[src/rtl/fxp_pkg.sv]
// fxp_pkg: shared definitions for S1.5.6 sign-magnitude fixed-point values.
//   FXP_WIDTH    - total word width (sign + 5 integer + 6 fraction bits)
//   FXP_FRAC     - number of fraction bits
//   FXP_SIGN_BIT - index of the sign bit
//   fxp_t        - one S1.5.6 word
//   canon_zero   - maps -0 (sign set, zero magnitude) onto +0
package fxp_pkg;

   localparam int FXP_WIDTH    = 12;
   localparam int FXP_FRAC     = 6;
   localparam int FXP_SIGN_BIT = 11;

   typedef logic [FXP_WIDTH-1:0] fxp_t;

   // A zero magnitude is always returned as +0 so that -0 and +0 compare equal.
   function automatic fxp_t canon_zero(input fxp_t v);
      fxp_t r;
      if (v[FXP_SIGN_BIT-1:0] == {(FXP_SIGN_BIT){1'b0}}) begin
         r = {FXP_WIDTH{1'b0}};
      end else begin
         r = v;
      end
      return r;
   endfunction

endpackage

[src/rtl/fxp_cmp_comb.sv]
// fxp_cmp_comb: combinational sign-magnitude comparator.
// Operands must already be zero-canonicalised (no -0 on the inputs).
//   a, b   : operands, bit WIDTH-1 is the sign, the rest is magnitude
//   gt/lt/eq : a > b, a < b, a == b (exactly one is set)
//   max_v  : larger operand (a on equality)
//   min_v  : smaller operand (a on equality)
module fxp_cmp_comb #(
   parameter int WIDTH = 12
) (
   input  logic [WIDTH-1:0] a,
   input  logic [WIDTH-1:0] b,
   output logic             gt,
   output logic             lt,
   output logic             eq,
   output logic [WIDTH-1:0] max_v,
   output logic [WIDTH-1:0] min_v
);

   logic             sign_a_s;
   logic             sign_b_s;
   logic [WIDTH-2:0] mag_a_s;
   logic [WIDTH-2:0] mag_b_s;

   assign sign_a_s = a[WIDTH-1];
   assign sign_b_s = b[WIDTH-1];
   assign mag_a_s  = a[WIDTH-2:0];
   assign mag_b_s  = b[WIDTH-2:0];

   // Relational decode: sign decides first, then magnitude (reversed for negatives).
   always_comb begin
      gt = 1'b0;
      lt = 1'b0;
      eq = 1'b0;
      if (sign_a_s != sign_b_s) begin
         // Canonical inputs cannot both be zero here, so the positive one wins.
         gt = ~sign_a_s;
         lt = sign_a_s;
      end else if (mag_a_s == mag_b_s) begin
         eq = 1'b1;
      end else if (sign_a_s == 1'b0) begin
         gt = (mag_a_s > mag_b_s);
         lt = (mag_a_s < mag_b_s);
      end else begin
         gt = (mag_a_s < mag_b_s);
         lt = (mag_a_s > mag_b_s);
      end
   end

   // Operand select: a is reported as both max and min when the values are equal.
   always_comb begin
      max_v = a;
      min_v = b;
      if (lt) begin
         max_v = b;
         min_v = a;
      end else begin
         max_v = a;
         min_v = b;
      end
   end

endmodule

[src/rtl/fixed_point_comparator_s156.sv]
// fixed_point_comparator_s156: registered comparator for S1.5.6 sign-magnitude
// values, one cycle of latency, full throughput.
//   clk, rst   : clock, synchronous active-high reset
//   in_valid   : a/b valid this cycle
//   a, b       : operands (sign-magnitude)
//   out_valid  : result registers hold the compare of the last valid input
//   a_gt_b, a_lt_b, a_eq_b, a_gte_b, a_lte_b : relational flags
//   max_out, min_out : larger / smaller operand, with -0 reported as +0
// Flags and max/min hold their value while in_valid is low.
module fixed_point_comparator_s156
   import fxp_pkg::*;
#(
   parameter int WIDTH = FXP_WIDTH,
   parameter int FRAC  = FXP_FRAC
) (
   input  logic             clk,
   input  logic             rst,
   input  logic             in_valid,
   input  logic [WIDTH-1:0] a,
   input  logic [WIDTH-1:0] b,
   output logic             out_valid,
   output logic             a_gt_b,
   output logic             a_lt_b,
   output logic             a_eq_b,
   output logic             a_gte_b,
   output logic             a_lte_b,
   output logic [WIDTH-1:0] max_out,
   output logic [WIDTH-1:0] min_out
);

   // canon_zero works on the package word type, so the width must match it.
   if (WIDTH != FXP_WIDTH || FRAC >= WIDTH) begin : g_bad_params
      $error("fixed_point_comparator_s156: unsupported WIDTH/FRAC");
   end

   logic [WIDTH-1:0] a_c_s;
   logic [WIDTH-1:0] b_c_s;
   logic             gt_s;
   logic             lt_s;
   logic             eq_s;
   logic [WIDTH-1:0] max_s;
   logic [WIDTH-1:0] min_s;

   logic             out_valid_r;
   logic             gt_r;
   logic             lt_r;
   logic             eq_r;
   logic             gte_r;
   logic             lte_r;
   logic [WIDTH-1:0] max_r;
   logic [WIDTH-1:0] min_r;

   assign a_c_s = canon_zero(a);
   assign b_c_s = canon_zero(b);

   fxp_cmp_comb #(
      .WIDTH (WIDTH)
   ) u_cmp (
      .a     (a_c_s),
      .b     (b_c_s),
      .gt    (gt_s),
      .lt    (lt_s),
      .eq    (eq_s),
      .max_v (max_s),
      .min_v (min_s)
   );

   // Result registers: capture on valid input, hold otherwise, clear on reset.
   always_ff @(posedge clk) begin
      if (rst) begin
         out_valid_r <= 1'b0;
         gt_r        <= 1'b0;
         lt_r        <= 1'b0;
         eq_r        <= 1'b0;
         gte_r       <= 1'b0;
         lte_r       <= 1'b0;
         max_r       <= {WIDTH{1'b0}};
         min_r       <= {WIDTH{1'b0}};
      end else if (in_valid) begin
         out_valid_r <= 1'b1;
         gt_r        <= gt_s;
         lt_r        <= lt_s;
         eq_r        <= eq_s;
         gte_r       <= gt_s | eq_s;
         lte_r       <= lt_s | eq_s;
         max_r       <= max_s;
         min_r       <= min_s;
      end else begin
         out_valid_r <= 1'b0;
      end
   end

   assign out_valid = out_valid_r;
   assign a_gt_b    = gt_r;
   assign a_lt_b    = lt_r;
   assign a_eq_b    = eq_r;
   assign a_gte_b   = gte_r;
   assign a_lte_b   = lte_r;
   assign max_out   = max_r;
   assign min_out   = min_r;

endmodule

[config.mk]
export PLATFORM = sky130hd
export DESIGN_NAME = fixed_point_comparator_s156
export DESIGN_NICKNAME = d
export VERILOG_FILES = /design/src/rtl/fxp_pkg.sv /design/src/rtl/fxp_cmp_comb.sv /design/src/rtl/fixed_point_comparator_s156.sv
export SDC_FILE = /design/constraint.sdc
export NUM_CORES = 1
export LEC_CHECK = 0
export ABC_AREA = 1
export CAP_MARGIN = 25
export CORE_MARGIN = 1.5
export CORE_UTILIZATION = 55
export CTS_BUF_LIST = sky130_fd_sc_hd__clkbuf_8
export CTS_CLUSTER_SIZE = 14
export DETAILED_ROUTE_END_ITERATION = 16
export DONT_BUFFER_PORTS = 1
export PLACE_DENSITY_LB_ADDON = 0.05
export SYNTH_ARGS = -nofsm -noshare
export SYNTH_HDL_FRONTEND = slang
export SYNTH_SLANG_ARGS = --single-unit
export TNS_END_PERCENT = 1
[constraint.sdc]
create_clock -name clk -period 1.7 [get_ports clk]
set_input_delay 0.17 -clock clk [delete_from_list [all_inputs] [get_ports clk]]
set_output_delay 0.17 -clock clk [all_outputs]
set_load 0.005 [all_outputs]
==> flow_summary.toml, run 1 <==
[run_status]
outcome = "finished, final reports clean"

[min_path]
min_path_type = "in -> reg"
min-delay-start = "rst"

[routing]
first_iter_violations = 62
ant_nets = 0
num_vias = 1743
first_pass_iters = 4
wl_mm = 4.33
wire_per_inst_um = 12.9
viasPerCell = 5.19
drc = 0

[placement]
numPortBuffers = 0
place.gp.congestion = 0.908
dpl-instance-area_sq_mm = 0.00196
dp_hpwl_mm = 3.38
place_inst = 328

[worst_setup_path]
cp-end-kind = "flop"
critPathMaxFanout = 27
startpoint = "rst"
cp.arrival_ns = 1.66
r2r-start = "a_lte_b"
crit_required_ns = 1.86
crit_buf_inv = 1
crit_type = "in -> reg"
worstPathCellList = "dlygate4sd3_1, nor2_1, nand3_1, o21ai_0"
crit_path_max_incr_delay_ns = 1.15
critPathTopFamily = "buffers and inverters"
cp-start-kind = "input pin"
slowest_stage = "dlygate4sd3_1"

[global_route]
grt_max_degree = 29
antenna_found_initial = 0
grt_pass1_vias = 1537
groute.usage.overall = 0.250
grt_pass1_wl_mm = 6.91
grt_overflow = 0

[timing]
max_freq_mhz = 664
worst_clock_skew_ns = 0
rsz0062_at_grt = "no"
finalSetupTns_ns = 0
maxSlewViolCount = 0
post-route-period-util = 0.885
finalSetupViolCount = 0
hold_violations = 0
slew_headroom = 0.378
tightest_slew_ns = 0.930
layout_min_cycle_time_ns = 1.51

[final_layout]
multi_input_comb_area_sq_mm = 0.00101
layout-drive-gt1-share = 0.148
layout.nets = 328
finish.instance_area_sq_mm = 0.00205
antennaDiodeCount = 0
area_delta_synth_final_pct = 8.83
final_cell_count_no_fill = 336
register_area_sq_um = 601
fillers = 341
layout_common_cells = "nand2_1 (71), nand3_1 (52), dfxtp_1 (30), a21oi_1 (29), inv_1 (27)"
layout_commonest_cell = "nand2_1"

[yosys]
synth-seq-area-share = 0.319
yosysTopAreaCellShare = 0.319
synth_seq_cells = 30
synth_area_leaders = "dfxtp_1 (32%), nand2_1 (14%), nand3_1 (14%)"
yosys.area.top_type = "dfxtp_1"
syn_area_per_cell_sq_um = 6.43
postSynthCellCount = 293
synth_nets = 331
netlist_area_sq_mm = 0.00188
synth_cell_types = 22
yosys_warnings = 0

[clocking]
h-tree-depth = 2
root_buffer = "clkbuf_8"
cts_tree = "yes"
cts_buffers = 5
cts.hold.buffers_added = 1
cts_resized = 0
clk_latency_ns = 0.27
post_cts_buffers = 0
clk_pin_slew_worst_paths_ns = 0.06
clock_sinks = 30
clock_path_buffers = 2

[die]
rows = 21
fp.dieArea_sq_mm = 0.00379
initial_utilization = 0.569
die_y_um = 61.5
io_pins = 57
die_x_um = 61.5
core_sq_mm = 0.00331

[pwr]
vdd.ir_drop.worst_v = 0.000437
power.density_mw_per_mm2 = 820
p_leak_nw = 1.00

[run]
max_cap_viol_count = 0
area by class of cell:
type                       instances  area share
inverter                          37      0.0677
tap                               46      0.0281
clock buffer                       5      0.0336
sequential                        30       0.293
clock inverter                     2     0.00488
multi-input combinational        200       0.495
timing repair buffer              16      0.0781
synth_stat cells:
cell	instances
a21oi_1	29
buf_2	5
buf_4	3
buf_6	2
clkbuf_1	16
clkinv_1	1
dfxtp_1	30
ha_1	11
inv_1	27
inv_2	9
nand2_1	71
nand2_2	7
nand2_4	1
nand3_1	52
nand3_2	1
nand3b_1	1
nand4_1	1
nor2_1	21
nor2_4	2
nor3b_2	1
o21ai_0	1
o31ai_1	1
cell families after synthesis:
| kind of cell | count (synthesis) | synth area share |
|---|---|---|
| adders and majority gates | 11 | 0.0730 |
| and+or+nand+nor | 158 | 0.382 |
| DFF | 30 | 0.319 |
| buffers and inverters | 63 | 0.143 |
| AOI/OAI and AO/OA | 31 | 0.0837 |
registers in the layout (all words and copies together), names as in the netlist:
| signal | flops |
|---|---|
| a_gte_b | 1 |
| a_eq_b | 1 |
| max_out | 12 |
| a_lte_b | 1 |
| a_gt_b | 1 |
| min_out | 12 |
| out_valid | 1 |
| a_lt_b | 1 |
metrics by stage:
stage	power, mW	utilization	worst slack (ns)	hold slack (ns)
finish	1.68	0.619	0.195	0.0165
global route	1.80	0.619	0.0555	0.00440
global placement	1.17	0.593	0.0188	0.243
floorplan	1.10	-	0.0855	0.254
detailed placement	1.18	0.593	0.00222	0.244
CTS	1.70	0.619	0.184	0.00303
metal layers:
metal  GRT usage  part of all wire  vias up
met2       0.408              0.49       57
met3      0.0735             0.070        8
met4      0.0729             0.012        0
met1       0.320              0.43      767
met5           0                 0        -
li1            -                 -      911
where the power goes:
group          total, mW  internal, mW  switching, mW
logic              0.369         0.157          0.213
registers          0.798         0.760         0.0383
clock network      0.515         0.273          0.241
worst paths after layout:
check,slack [ns],cells after the start,end
setup / recovery,0.19,4,max_out[11]
hold reg to reg,0.48,2,max_out[7]
setup reg to reg,1.02,2,a_lte_b
hold / removal,0.02,1,max_out[11]
No activity file was read; power rests on OpenSTA's default activity.
==> inputs of run 2 (changes only) <==
--- a/config.mk
+++ b/config.mk
@@ -6,7 +6,7 @@
 export NUM_CORES = 1
 export LEC_CHECK = 0
 export ABC_AREA = 1
-export CAP_MARGIN = 25
+export CAP_MARGIN = 30
 export CORE_MARGIN = 1.5
 export CORE_UTILIZATION = 55
 export CTS_BUF_LIST = sky130_fd_sc_hd__clkbuf_8
==> results of run 2 <==
Final layout, timing and power as in run 1 (identical DEF).
==> inputs of run 3 (changes only) <==
--- a/config.mk
+++ b/config.mk
@@ -7,8 +7,10 @@
 export LEC_CHECK = 0
 export ABC_AREA = 1
 export CAP_MARGIN = 30
+export CELL_PAD_IN_SITES_DETAIL_PLACEMENT = 0
+export CELL_PAD_IN_SITES_GLOBAL_PLACEMENT = 2
 export CORE_MARGIN = 1.5
-export CORE_UTILIZATION = 55
+export CORE_UTILIZATION = 30
 export CTS_BUF_LIST = sky130_fd_sc_hd__clkbuf_8
 export CTS_CLUSTER_SIZE = 14
 export DETAILED_ROUTE_END_ITERATION = 16
==> run 3 against run 2 <==
  * Maximum frequency increased by 2.9%
  * Sequential power about the same
  * Setup slack gained 0.042 ns
  * First-iteration DRC count is 42% higher
  * Combinational power up 6.5%
==> flow_summary.toml, run 3 (synthesis gave the netlist of run 1 again) <==
[die]
io_pins = 57
fp.dieArea_sq_mm = 0.00677
die_x_um = 82.3
rows = 28
die_y_um = 82.3
core_sq_mm = 0.00599
initial_utilization = 0.315

[placement]
place_inst = 363
dp_hpwl_mm = 4.18
numPortBuffers = 0
place.gp.congestion = 0.803
place_ws_ns = -0.0938

[pwr]
clkPwrFrac = 0.331
cellInternalPower_mw = 1.25
combinationalPowerShare = 0.221
p_leak_nw = 1.03
switchingPower_mw = 0.535
power_mw = 1.78
switching_share = 0.300
seq_power_share = 0.449
vdd.ir_drop.worst_v = 0.000424
power.density_mw_per_mm2 = 837

[final_layout]
layout_commonest_cell = "nand2_1"
fillers = 672
post-route-util = 0.356
antennaDiodeCount = 0
layout_common_cells = "nand2_1 (71), nand3_1 (52), dfxtp_1 (30), a21oi_1 (29), inv_1 (28)"
layout.nets = 335
layout-drive-gt1-share = 0.168
area_delta_synth_final_pct = 13.1
multi_input_comb_area_sq_mm = 0.00101
final_cell_count_no_fill = 373
register_area_sq_um = 601

[global_route]
grt_overflow = 0
antenna_found_initial = 0
groute.usage.overall = 0.172
grt_pass1_vias = 1706
grt_pass1_wl_mm = 8.49
grt_max_degree = 29

[routing]
viasPerCell = 4.76
wire_per_inst_um = 14.4
wl_mm = 5.38
ant_nets = 0
first_iter_violations = 88
drc = 0
first_pass_iters = 5
num_vias = 1774

[clocking]
clock_path_buffers = 2
clock_sinks = 30
clk_pin_slew_worst_paths_ns = 0.07
clk_latency_ns = 0.27
cts_buffers = 5
cts_resized = 0
cts_tree = "yes"
post_cts_buffers = 0
h-tree-depth = 2
root_buffer = "clkbuf_8"

[timing]
finalSetupViolCount = 0
maxSlewViolCount = 0
hold_violations = 0
max_freq_mhz = 684
post-route-period-util = 0.861
tightest_slew_ns = 0.356
slew_headroom = 0.762
rsz0062_at_grt = "no"
layout_min_cycle_time_ns = 1.46
setup_ws_ns = 0.237
worst_clock_skew_ns = 0

[worst_setup_path]
crit_required_ns = 1.91
cp.arrival_ns = 1.68
critPathMaxFanout = 7
crit_type = "in -> reg"
cp-start-kind = "input pin"
cp-end-kind = "flop"

[run_status]
outcome = "finished, final reports clean"

[run]
max_cap_viol_count = 0

[min_path]
min_path_type = "in -> reg"
-- run 3: cell types whose count changed in the layout (fill, tap and decap cells not counted), sizes merged --
cell,previous run,this run
clkinv,3,2
buf,15,22
clkbuf,5,6
inv,36,37
-- run 3: per-layer routing --
metal | up-vias | global-route usage | wire length (um)
met4 | 0 | 0.0576 | 105
li1 | 925 | - | -
met3 | 11 | 0.0440 | 260
met5 | - | 0 | 0
met1 | 793 | 0.207 | 2380
met2 | 45 | 0.294 | 2640
-- run 3: path summary, 6_finish.rpt --
| path | start | endpoint | slack, ns | depth (start not counted) |
|---|---|---|---|---|
| setup / recovery | b[6] | min_out[3] | 0.24 | 15 |
| hold / removal | rst | min_out[11] | 0.04 | 3 |
| setup reg to reg | a_lte_b | a_lte_b | 1.02 | 2 |
| hold reg to reg | min_out[6] | min_out[6] | 0.48 | 2 |
-- run 3: final cells by class --
type | instances | area share
timing repair buffer | 23 | 0.0898
clock inverter | 2 | 0.00411
sequential | 30 | 0.282
multi-input combinational | 200 | 0.476
clock buffer | 6 | 0.0388
inverter | 37 | 0.0652
tap | 75 | 0.0440
-- run 3: through the flow --
| stage | cell area, sq um | hold WS (ns) | setup TNS (ns) |
|---|---|---|---|
| 3_5_place_dp | 2020 | 0.245 | -0.797 |
| 5_1_grt | 2130 | 0.0403 | 0 |
| 3_3_place_gp | 2020 | 0.243 | -0.140 |
| 2_1_floorplan | 1880 | 0.254 | 0 |
| 4_1_cts | 2120 | 0.0367 | 0 |
| 6_report | 2130 | 0.0445 | 0 |
-- run 3: what timing repair did --
action / in CTS / in global routing
hold buffers: 1 / 0
endpoints found under the hold margin: 28 / 0
endpoints found under the setup margin: 0 / 0
-- run 3: power by group through the flow --
stage	registers (mW)	clock network, mW	logic (mW)
detailed placement	0.818	0	0.385
global placement	0.817	0	0.386
CTS	0.802	0.608	0.399
finish	0.800	0.590	0.393
global route	0.809	0.651	0.453
floorplan	0.805	0	0.299
-- run 3: worst max-delay path: stages --
cell,delay [ns]
inv_1,0.03
ha_1,0.28
nand2_1,0.07
nor2_1,0.17
nand2_2,0.10
clkinv_1,0.05
nand2_1,0.04
nand3_1,0.07
nand2_2,0.07
nand2_4,0.11
nand2_2,0.07
buf_4,0.16
nand2_1,0.06
nand3_1,0.09
a21oi_1,0.14
